<file path="src/rtl/frame_ctrl.sv">
// Frame-level controller: debounced mode select applied between frames, frame progress
// counting on the pipeline handshakes, and a timed flush when the stream stalls mid-frame.
module frame_ctrl #(
  parameter int unsigned ImageWidth     = 320,
  parameter int unsigned ImageHeight    = 240,
  parameter int unsigned KernelWidth    = 3,
  parameter int unsigned DebounceCycles = 250000,
  parameter int unsigned TimeoutCycles  = 2500000,
  parameter int unsigned FlushCycles    = 4
) (
  input  logic       clk_i,
  input  logic       rst_i,
  input  logic [2:0] button_i,
  input  logic       in_valid_i,
  input  logic       in_ready_i,
  input  logic       out_valid_i,
  input  logic       out_ready_i,
  output logic [1:0] mode_o,
  output logic       flush_o,
  output logic       frame_done_o,
  output logic [4:0] led_o
);

  localparam int unsigned InPixels  = ImageWidth * ImageHeight;
  localparam int unsigned OutPixels = (ImageWidth - KernelWidth + 1) *
                                      (ImageHeight - KernelWidth + 1);
  localparam int unsigned InW  = $clog2(InPixels + 1);
  localparam int unsigned OutW = $clog2(OutPixels + 1);
  localparam int unsigned ToW  = $clog2(TimeoutCycles + 1);
  localparam int unsigned FlW  = $clog2(FlushCycles + 1);
  localparam int unsigned DbW  = $clog2(DebounceCycles + 1);
  localparam logic [InW-1:0]  InLast  = InW'(InPixels);
  localparam logic [OutW-1:0] OutLast = OutW'(OutPixels);
  localparam logic [ToW-1:0]  ToLast  = ToW'(TimeoutCycles);
  localparam logic [FlW-1:0]  FlLast  = FlW'(FlushCycles);
  localparam logic [DbW-1:0]  DbLast  = DbW'(DebounceCycles);

  typedef enum logic [1:0] {StIdle, StStream, StDrain, StFlush} state_e;

  state_e          state_q, state_d;
  logic [InW-1:0]  in_cnt_q, in_cnt_d;
  logic [OutW-1:0] out_cnt_q, out_cnt_d;
  logic [ToW-1:0]  to_cnt_q, to_cnt_d;
  logic [FlW-1:0]  fl_cnt_q, fl_cnt_d;
  logic [1:0]      mode_q, mode_d;
  logic            flush_q, done_q, done_d;
  logic [4:0]      led_q, led_d;
  logic            toggle_d;

  logic [2:0]      sync1_q, sync2_q;
  logic [1:0]      cand, cand_q, pending_q, pending_d;
  logic [DbW-1:0]  db_cnt_q, db_cnt_d;

  logic in_hs, out_hs;
  assign in_hs  = in_valid_i & in_ready_i;
  assign out_hs = out_valid_i & out_ready_i;

  // Multi-press and release both decode to magnitude mode.
  always_comb begin
    case (sync2_q)
      3'b001:  cand = 2'd1;
      3'b010:  cand = 2'd2;
      3'b100:  cand = 2'd3;
      default: cand = 2'd0;
    endcase
  end

  // db_cnt counts consecutive cycles the current candidate has been seen, this one included.
  always_comb begin
    if (cand != cand_q) begin
      db_cnt_d = DbW'(1);
    end else if (db_cnt_q == DbLast) begin
      db_cnt_d = db_cnt_q;
    end else begin
      db_cnt_d = db_cnt_q + DbW'(1);
    end
    pending_d = (db_cnt_d == DbLast) ? cand : pending_q;
  end

  always_comb begin
    state_d   = state_q;
    in_cnt_d  = in_cnt_q;
    out_cnt_d = out_cnt_q;
    to_cnt_d  = '0;
    fl_cnt_d  = '0;
    mode_d    = mode_q;
    done_d    = 1'b0;
    toggle_d  = led_q[4];
    unique case (state_q)
      StIdle: begin
        if (pending_q != mode_q) mode_d = pending_q;
        if (in_hs) begin
          in_cnt_d = InW'(1);
          state_d  = StStream;
        end
      end
      StStream, StDrain: begin
        if (state_q == StStream && in_hs) in_cnt_d = in_cnt_q + InW'(1);
        if (out_hs && out_cnt_q != OutLast) out_cnt_d = out_cnt_q + OutW'(1);
        if (!in_hs && !out_hs) to_cnt_d = to_cnt_q + ToW'(1);
        // in_cnt holds at InLast through DRAIN, so one test covers both states.
        if (to_cnt_d == ToLast) begin
          state_d   = StFlush;
          in_cnt_d  = '0;
          out_cnt_d = '0;
          to_cnt_d  = '0;
        end else if (in_cnt_d == InLast) begin
          if (out_cnt_d == OutLast) begin
            state_d   = StIdle;
            done_d    = 1'b1;
            toggle_d  = ~led_q[4];
            in_cnt_d  = '0;
            out_cnt_d = '0;
            to_cnt_d  = '0;
          end else begin
            state_d = StDrain;
          end
        end
      end
      StFlush: begin
        in_cnt_d  = '0;
        out_cnt_d = '0;
        fl_cnt_d  = fl_cnt_q + FlW'(1);
        if (fl_cnt_d == FlLast) begin
          fl_cnt_d = '0;
          state_d  = StIdle;
        end
      end
      default: state_d = StIdle;
    endcase
    led_d = {toggle_d, state_d == StFlush, state_d == StDrain, state_d == StStream,
             state_d == StIdle};
  end

  always_ff @(posedge clk_i or posedge rst_i) begin
    if (rst_i) begin
      state_q   <= StIdle;
      in_cnt_q  <= '0;
      out_cnt_q <= '0;
      to_cnt_q  <= '0;
      fl_cnt_q  <= '0;
      mode_q    <= 2'd0;
      flush_q   <= 1'b0;
      done_q    <= 1'b0;
      led_q     <= 5'b00001;
      sync1_q   <= '0;
      sync2_q   <= '0;
      cand_q    <= '0;
      db_cnt_q  <= '0;
      pending_q <= '0;
    end else begin
      state_q   <= state_d;
      in_cnt_q  <= in_cnt_d;
      out_cnt_q <= out_cnt_d;
      to_cnt_q  <= to_cnt_d;
      fl_cnt_q  <= fl_cnt_d;
      mode_q    <= mode_d;
      flush_q   <= (state_d == StFlush);
      done_q    <= done_d;
      led_q     <= led_d;
      sync1_q   <= button_i;
      sync2_q   <= sync1_q;
      cand_q    <= cand;
      db_cnt_q  <= db_cnt_d;
      pending_q <= pending_d;
    end
  end

  assign mode_o       = mode_q;
  assign flush_o      = flush_q;
  assign frame_done_o = done_q;
  assign led_o        = led_q;

endmodule

</file>
<file path="config.mk">
export PLATFORM = sky130hd
export DESIGN_NAME = frame_ctrl
export DESIGN_NICKNAME = d
export VERILOG_FILES = /design/src/rtl/frame_ctrl.sv
export SDC_FILE = /design/constraint.sdc
export NUM_CORES = 1
export LEC_CHECK = 0
export CORE_UTILIZATION = 55
export DETAILED_ROUTE_END_ITERATION = 10
export PLACE_DENSITY_LB_ADDON = 0.2
export SETUP_SLACK_MARGIN = 0.05
export SLEW_MARGIN = 30
export SYNTH_ARGS = -nofsm -noshare
export SYNTH_HDL_FRONTEND = slang
export SYNTH_SLANG_ARGS = --single-unit
</file>
<file path="constraint.sdc">
create_clock -name clk_i -period 3.9 [get_ports clk_i]
set_clock_uncertainty 0.1 [all_clocks]
set_input_delay 1.17 -clock clk_i [delete_from_list [all_inputs] [get_ports clk_i]]
set_output_delay 1.17 -clock clk_i [all_outputs]
set_load 0.02 [all_outputs]
</file>
* Word-level counts from Yosys, hierarchy flattened
Cells that the tools add are included.
** Operators by class
- Equal/unequal tests :: 19
- Bitwise operators :: 4
- Reductions and logical operators :: 11
- Add/sub/neg operators :: 5
- Mux-type cells :: 34
** Operator list (count)
- 2-to-1 mux 17 bit :: 11
- 2-to-1 mux 22 bit :: 6
- one-hot mux 17 bit (3 select lines) :: 1
- == test 18 bit, second input constant :: 2
- 2-to-1 mux 18 bit :: 2
- adder 17 x 1 -> 17 bit, second input constant :: 2
- == test 17 bit, second input constant :: 2
- one-hot mux 17 bit (2 select lines) :: 1
- adder 22 x 1 -> 22 bit, second input constant :: 1
- == test 22 bit, second input constant :: 1
- adder 18 x 1 -> 18 bit, second input constant :: 1
- != test 17 bit, second input constant :: 1
- one-hot mux 2 bit (3 select lines) :: 2
- 2-to-1 mux 2 bit :: 5
- == test 2 bit, second input constant :: 4
- == test 3 bit, second input constant :: 2
- 2-to-1 mux 3 bit :: 2
- == test 2 x 1 -> 1 bit, second input constant :: 2
- zero test 2 bit :: 2
- 2-to-1 mux 1 bit :: 4
- != test 2 bit :: 2
- AND reduction 4 bit :: 1
- adder 3 x 1 -> 3 bit, second input constant :: 1
- == test 3 x 1 -> 1 bit, second input constant :: 1
- 9 further kinds :: 14
** Storage, ports and cells
- Logic and storage cells :: 88
- Input bits :: 9
- Register bits after elaboration :: 98

* Longest topological paths before layout
- Depth after elaboration :: 10
- Mapped depth :: 13
- Depth with buffers taken out :: 10

* Worst setup path before layout
No wires, ideal clock.
- Path kind :: input -> register
- From :: input out_valid_i
- To :: register in_cnt_q[7]
- Required time :: 3.665 ns
- Stages on the path :: 10
- Setup slack :: 0.094 ns
- Buffers on the path :: 2
- Arrival time :: 3.572 ns
- Cell sequence :: nand4_2 -> nor3_1 -> a22oi_1 -> or4_4 -> or3_4 -> o41a_2 -> buf_6 -> buf_6 -> a32oi_1 -> o41ai_1
** Between the ends
- Word-level cells in the longest chain between the ends :: 9
** Ends and longest elaborated chain
- start, declared :: RTL line 16 : input logic out_valid_i,
- bitwise AND 1 bit (*) :: RTL line 56 : assign out_hs = out_valid_i & out_ready_i;
- logical AND 1 bit :: RTL line 99 : if (out_hs && out_cnt_q != OutLast) out_cnt_d = out_cnt_q + OutW'(1);
- 2-to-1 mux 17 bit :: RTL line 99
- 2-to-1 mux 17 bit :: RTL line 89 : unique case (state_q)
- == test 17 bit :: RTL line 108 : if (out_cnt_d == OutLast) begin
- 2-to-1 mux 17 bit :: RTL line 108
- 2-to-1 mux 17 bit :: RTL line 107 : end else if (in_cnt_d == InLast) begin
- 2-to-1 mux 17 bit (*) :: RTL line 102 : if (to_cnt_d == ToLast) begin
- one-hot mux 17 bit (3 select lines) (*) :: RTL line 89
- end signal, assigned :: RTL line 153 : in_cnt_q <= in_cnt_d;
- end, declared :: RTL line 41 : logic [InW-1:0] in_cnt_q, in_cnt_d;
Mark *: on every way between the ends. The rest lies on a longest branch, timed or not. The select of a mux whose other input is x is not followed.
A chain may end at the register's enable or synchronous reset.

* Worst setup path in the final report
- From :: input in_ready_i
- To :: register out_cnt_q[15]
** Between the ends
- Word-level cells in the longest chain between the ends :: 8
** Ends and longest elaborated chain
- start, declared :: RTL line 15 : input logic in_ready_i,
- bitwise AND 1 bit (*) :: RTL line 55 : assign in_hs = in_valid_i & in_ready_i;
- logical AND 1 bit / zero test 1 bit (equally long branches) :: RTL line 98, 100
- 2-to-1 mux 17 bit / logical AND 1 bit (equally long branches) :: RTL line 98, 100
- 2-to-1 mux 17 bit / 2-to-1 mux 22 bit (equally long branches) :: RTL line 89, 100
- == test 17 bit / 2-to-1 mux 22 bit (equally long branches) :: RTL line 107, 89
- 2-to-1 mux 17 bit / == test 22 bit (equally long branches) :: RTL line 107, 102
- 2-to-1 mux 17 bit (*) :: RTL line 102
- one-hot mux 17 bit (2 select lines) (*) :: RTL line 89
- end signal, assigned :: RTL line 154 : out_cnt_q <= out_cnt_d;
- end, declared :: RTL line 42 : logic [OutW-1:0] out_cnt_q, out_cnt_d;
Marks and branches as above.

==> run metrics <==
status=finished, final reports clean; max-cap viol count=0; fin crit share=0.969; Setup Total Neg Slack=0 ps; synthesized instance count=664; simple-gate share of the synthesized area=0.296; post-synthesis compound-gate area fraction=0.142; RR Startpoint=sync2_q[2]; port bufs=17; crit-path max FO=9; mux contribution to synthesized area=0.0208; Worst R2R Path Depth=9; leakage=2.83 nW; Mapped Area=0.00601 mm2; total number of vias=5246; endpoints failing setup=0; Mean Syn Cell Area=9.05 um2; DRC errors left=0; initial antenna violation count=0; fillers=865; syn_nets=685; min-delay src=sync1_q[1]; Post-Synth XOR/XNOR Area=0.0612; critical path endpoint category=flop; top-area cell type share of the netlist area=0.400; Antenna Nets Post-Route=0; PD cells=409 mW/mm2; vias in the first global route=4964; Final Hold Viols=0; hold endpoint=sync2_q[1]; Top FF cell, synth=dfrtp_1; clock sinks=97; reg2reg setup slack=350 ps; placed cell count=844; clk slew on worst S/H paths=100 ps; residual overflow from global routing=0; largest family of logic cells by synthesized area=simple AND/OR/NAND/NOR gates; first-pass GRT wire length=23.6 mm; Worst EP arrival=3930 ps; sequential area share after synthesis=0.404; CP Launch Type=input port; share of layout cells above drive strength 1=0.178; Place WS=-610 ps; Max clock buf depth=2; Starting DRT DRC Count=391; TritonCTS clock tree=yes; number of distinct library cells after synthesis=81; I/O pin cnt=18; CP Cell Sequence=clkdlybuf4s15_1 -> nand4_1 -> buf_4 -> nor3_2 -> buf_4 -> a311o_1 -> a21boi_0 -> nand4_1 -> buf_4 -> or4_4 -> buf_4 -> a32oi_1 -> o41ai_1; Post-synth EDFFs=0; Max Slew Vio Count=0; Peak VDD IR=0.247 mV; Die Y=107 um; Design Power=2.82 mW; synthesis-stage register bit count=97; Max stage delay cell, worst path=or4_4; most frequent cell on the critical path=buf_4; Rows=37; footprint of the multi-input gates=0.00337 mm2; Core Region=0.0105 mm2; total wire length=13.9 mm; worst setup margin=121 ps; final std cells w/o fill=861; Worst Tran Pin Value=708 ps; H-tree depth=3; Layout area overhead=14.8%; initial cell density of the core=0.574; RSZ-0062 raised after global routing=false; top cells by area, synth=dfrtp_1 (40%), nand2_1 (3.8%), nor2_1 (3.8%), nand3_1 (3.7%), xnor2_1 (3.2%); Horiz. Die Dim=107 um; post-DP HPWL=10.1 mm; Layout Utilization=0.659; pin count of the biggest net entering global routing=53; Via density=6.09; reg2reg end=pending_q[0]; max incr delay on CP=550 ps; die area=0.0113 mm2; clock latency at the later pin of the worst-skew pair=380 ps; Post-Synth Adder-Cell Area=0.0267; GRT Util Overall=0.260; f_max=265 MHz; Root Buffer=clkbuf_8; DP Area=0.00664 mm2; Critical Path RT=4050 ps; Synth Warn #=0; nets@finish=741; Hold Path Depth=0; dominant cell type by area after synthesis=dfrtp_1; asr flop ratio synth=1.00; diode count=0; drt first pass iters=5; Max-slew headroom=0.527; GP Congestion=0.927; Fin Hold WS=257 ps; Storage cell area=0.00243 mm2; Routed WL per cell=16.1 um; Min Clock Period, post-route=3780 ps; finished layout cell area=0.00690 mm2; Num CTS Buffers=9; worst setup path class=input port to flop; HP Class=flop to flop
==> cell families after synthesis <==
group / Yosys count
AO/OA/AOI/OAI: 117
XOR/XNOR: 42
adder cells (fa/ha/maj): 13
buffers and inverters: 63
flip-flops: 97
multiplexers: 12
AND/OR/NAND/NOR: 320
==> sequential cells by signal, summed over array words and instances, names as in the netlist <==
signal,flops
to_cnt_q,22
db_cnt_q,18
in_cnt_q,17
out_cnt_q,17
led_o,5
fl_cnt_q,3
sync1_q,3
sync2_q,3
cand_q,2
mode_o,2
pending_q,2
state_q,2
frame_done_o,1
==> repair_timing <==
action                                 in CTS  in global routing
hold buffers                                0                  0
cloned                                      0                  0
setup buffers                               1                  0
pin swaps                                   1                  1
setup endpoints to repair                  62                 29
endpoints found under the hold margin       0                  0
resized for setup                          11                 15
==> critical path, delay by kind of cell <==
family                 cells  cell delay, ps
AND/OR/NAND/NOR            4             970
AO/OA/AOI/OAI              4             830
buffers and inverters      5             930
==> cells in the mapped netlist, drive strengths merged, types with 4 or more instances <==
cell type,instances
nor2b,7
xnor2,22
o41ai,4
nor2,63
or2,8
or3,12
a41oi,5
and2,7
nand2b,7
nor3,17
clkbuf,24
a31oi,13
buf,10
mux2i,8
mux2,4
and3,7
a21oi,16
dfrtp,96
a211oi,4
o21ai,16
or4,6
nor4,16
nand4,32
nand2,61
o31ai,7
ha,12
nand3,46
a32oi,6
nor3b,4
nor4bb,4
o311ai,5
o22ai,9
nand3b,4
and4,6
o211ai,7
xor2,20
nor4b,5
inv,29
==> worst max path at each step <==
| stage | end | slack [ps] | from |
|---|---|---|---|
| 3_3_place_gp | out_cnt_q[1] | -600 | out_valid_i |
| 2_1_floorplan | in_cnt_q[7] | 90 | out_valid_i |
| 3_5_place_dp | out_cnt_q[1] | -610 | out_valid_i |
| 5_1_grt | out_cnt_q[15] | 40 | in_ready_i |
| 6_report | out_cnt_q[15] | 120 | in_ready_i |
| 4_1_cts | out_cnt_q[1] | 120 | out_valid_i |
==> area by class of cell <==
type	count	area share
well taps	136	0.0247
inverters	29	0.0161
multi-input cells	504	0.488
repair buffers	79	0.0925
flip-flops and latches	97	0.352
clock inverters	6	0.00617
clock buffers	10	0.0200
==> power by group <==
group	switching [mW]	internal [mW]	total (mW)
combinational	0.590	0.368	0.957
sequential	0.140	1.10	1.24
clock	0.371	0.252	0.623
total	1.10	1.72	2.82
==> metal layers <==
| layer | global-route usage | wire length, um | vias to the layer above |
|---|---|---|---|
| met3 | 0.0313 | 542 | 19 |
| li1 | - | - | 2557 |
| met1 | 0.358 | 6370 | 2540 |
| met2 | 0.429 | 6760 | 130 |
| met5 | 0 | 0 | - |
| met4 | 0.0832 | 212 | 0 |
==> layout by cell type, fill, tap and decap left out, types with 10 or more instances in the layout <==
master,n
dfrtp_1,96
nor2_1,61
buf_4,61
nand2_1,60
nand3_1,45
nand4_1,30
inv_1,28
xnor2_1,22
xor2_1,20
a21oi_1,16
o21ai_0,15
nor4_1,14
nor3_1,14
clkdlybuf4s50_1,13
a31oi_1,12
ha_1,12
clkbuf_8,10
(Power assumes the default switching activity.)
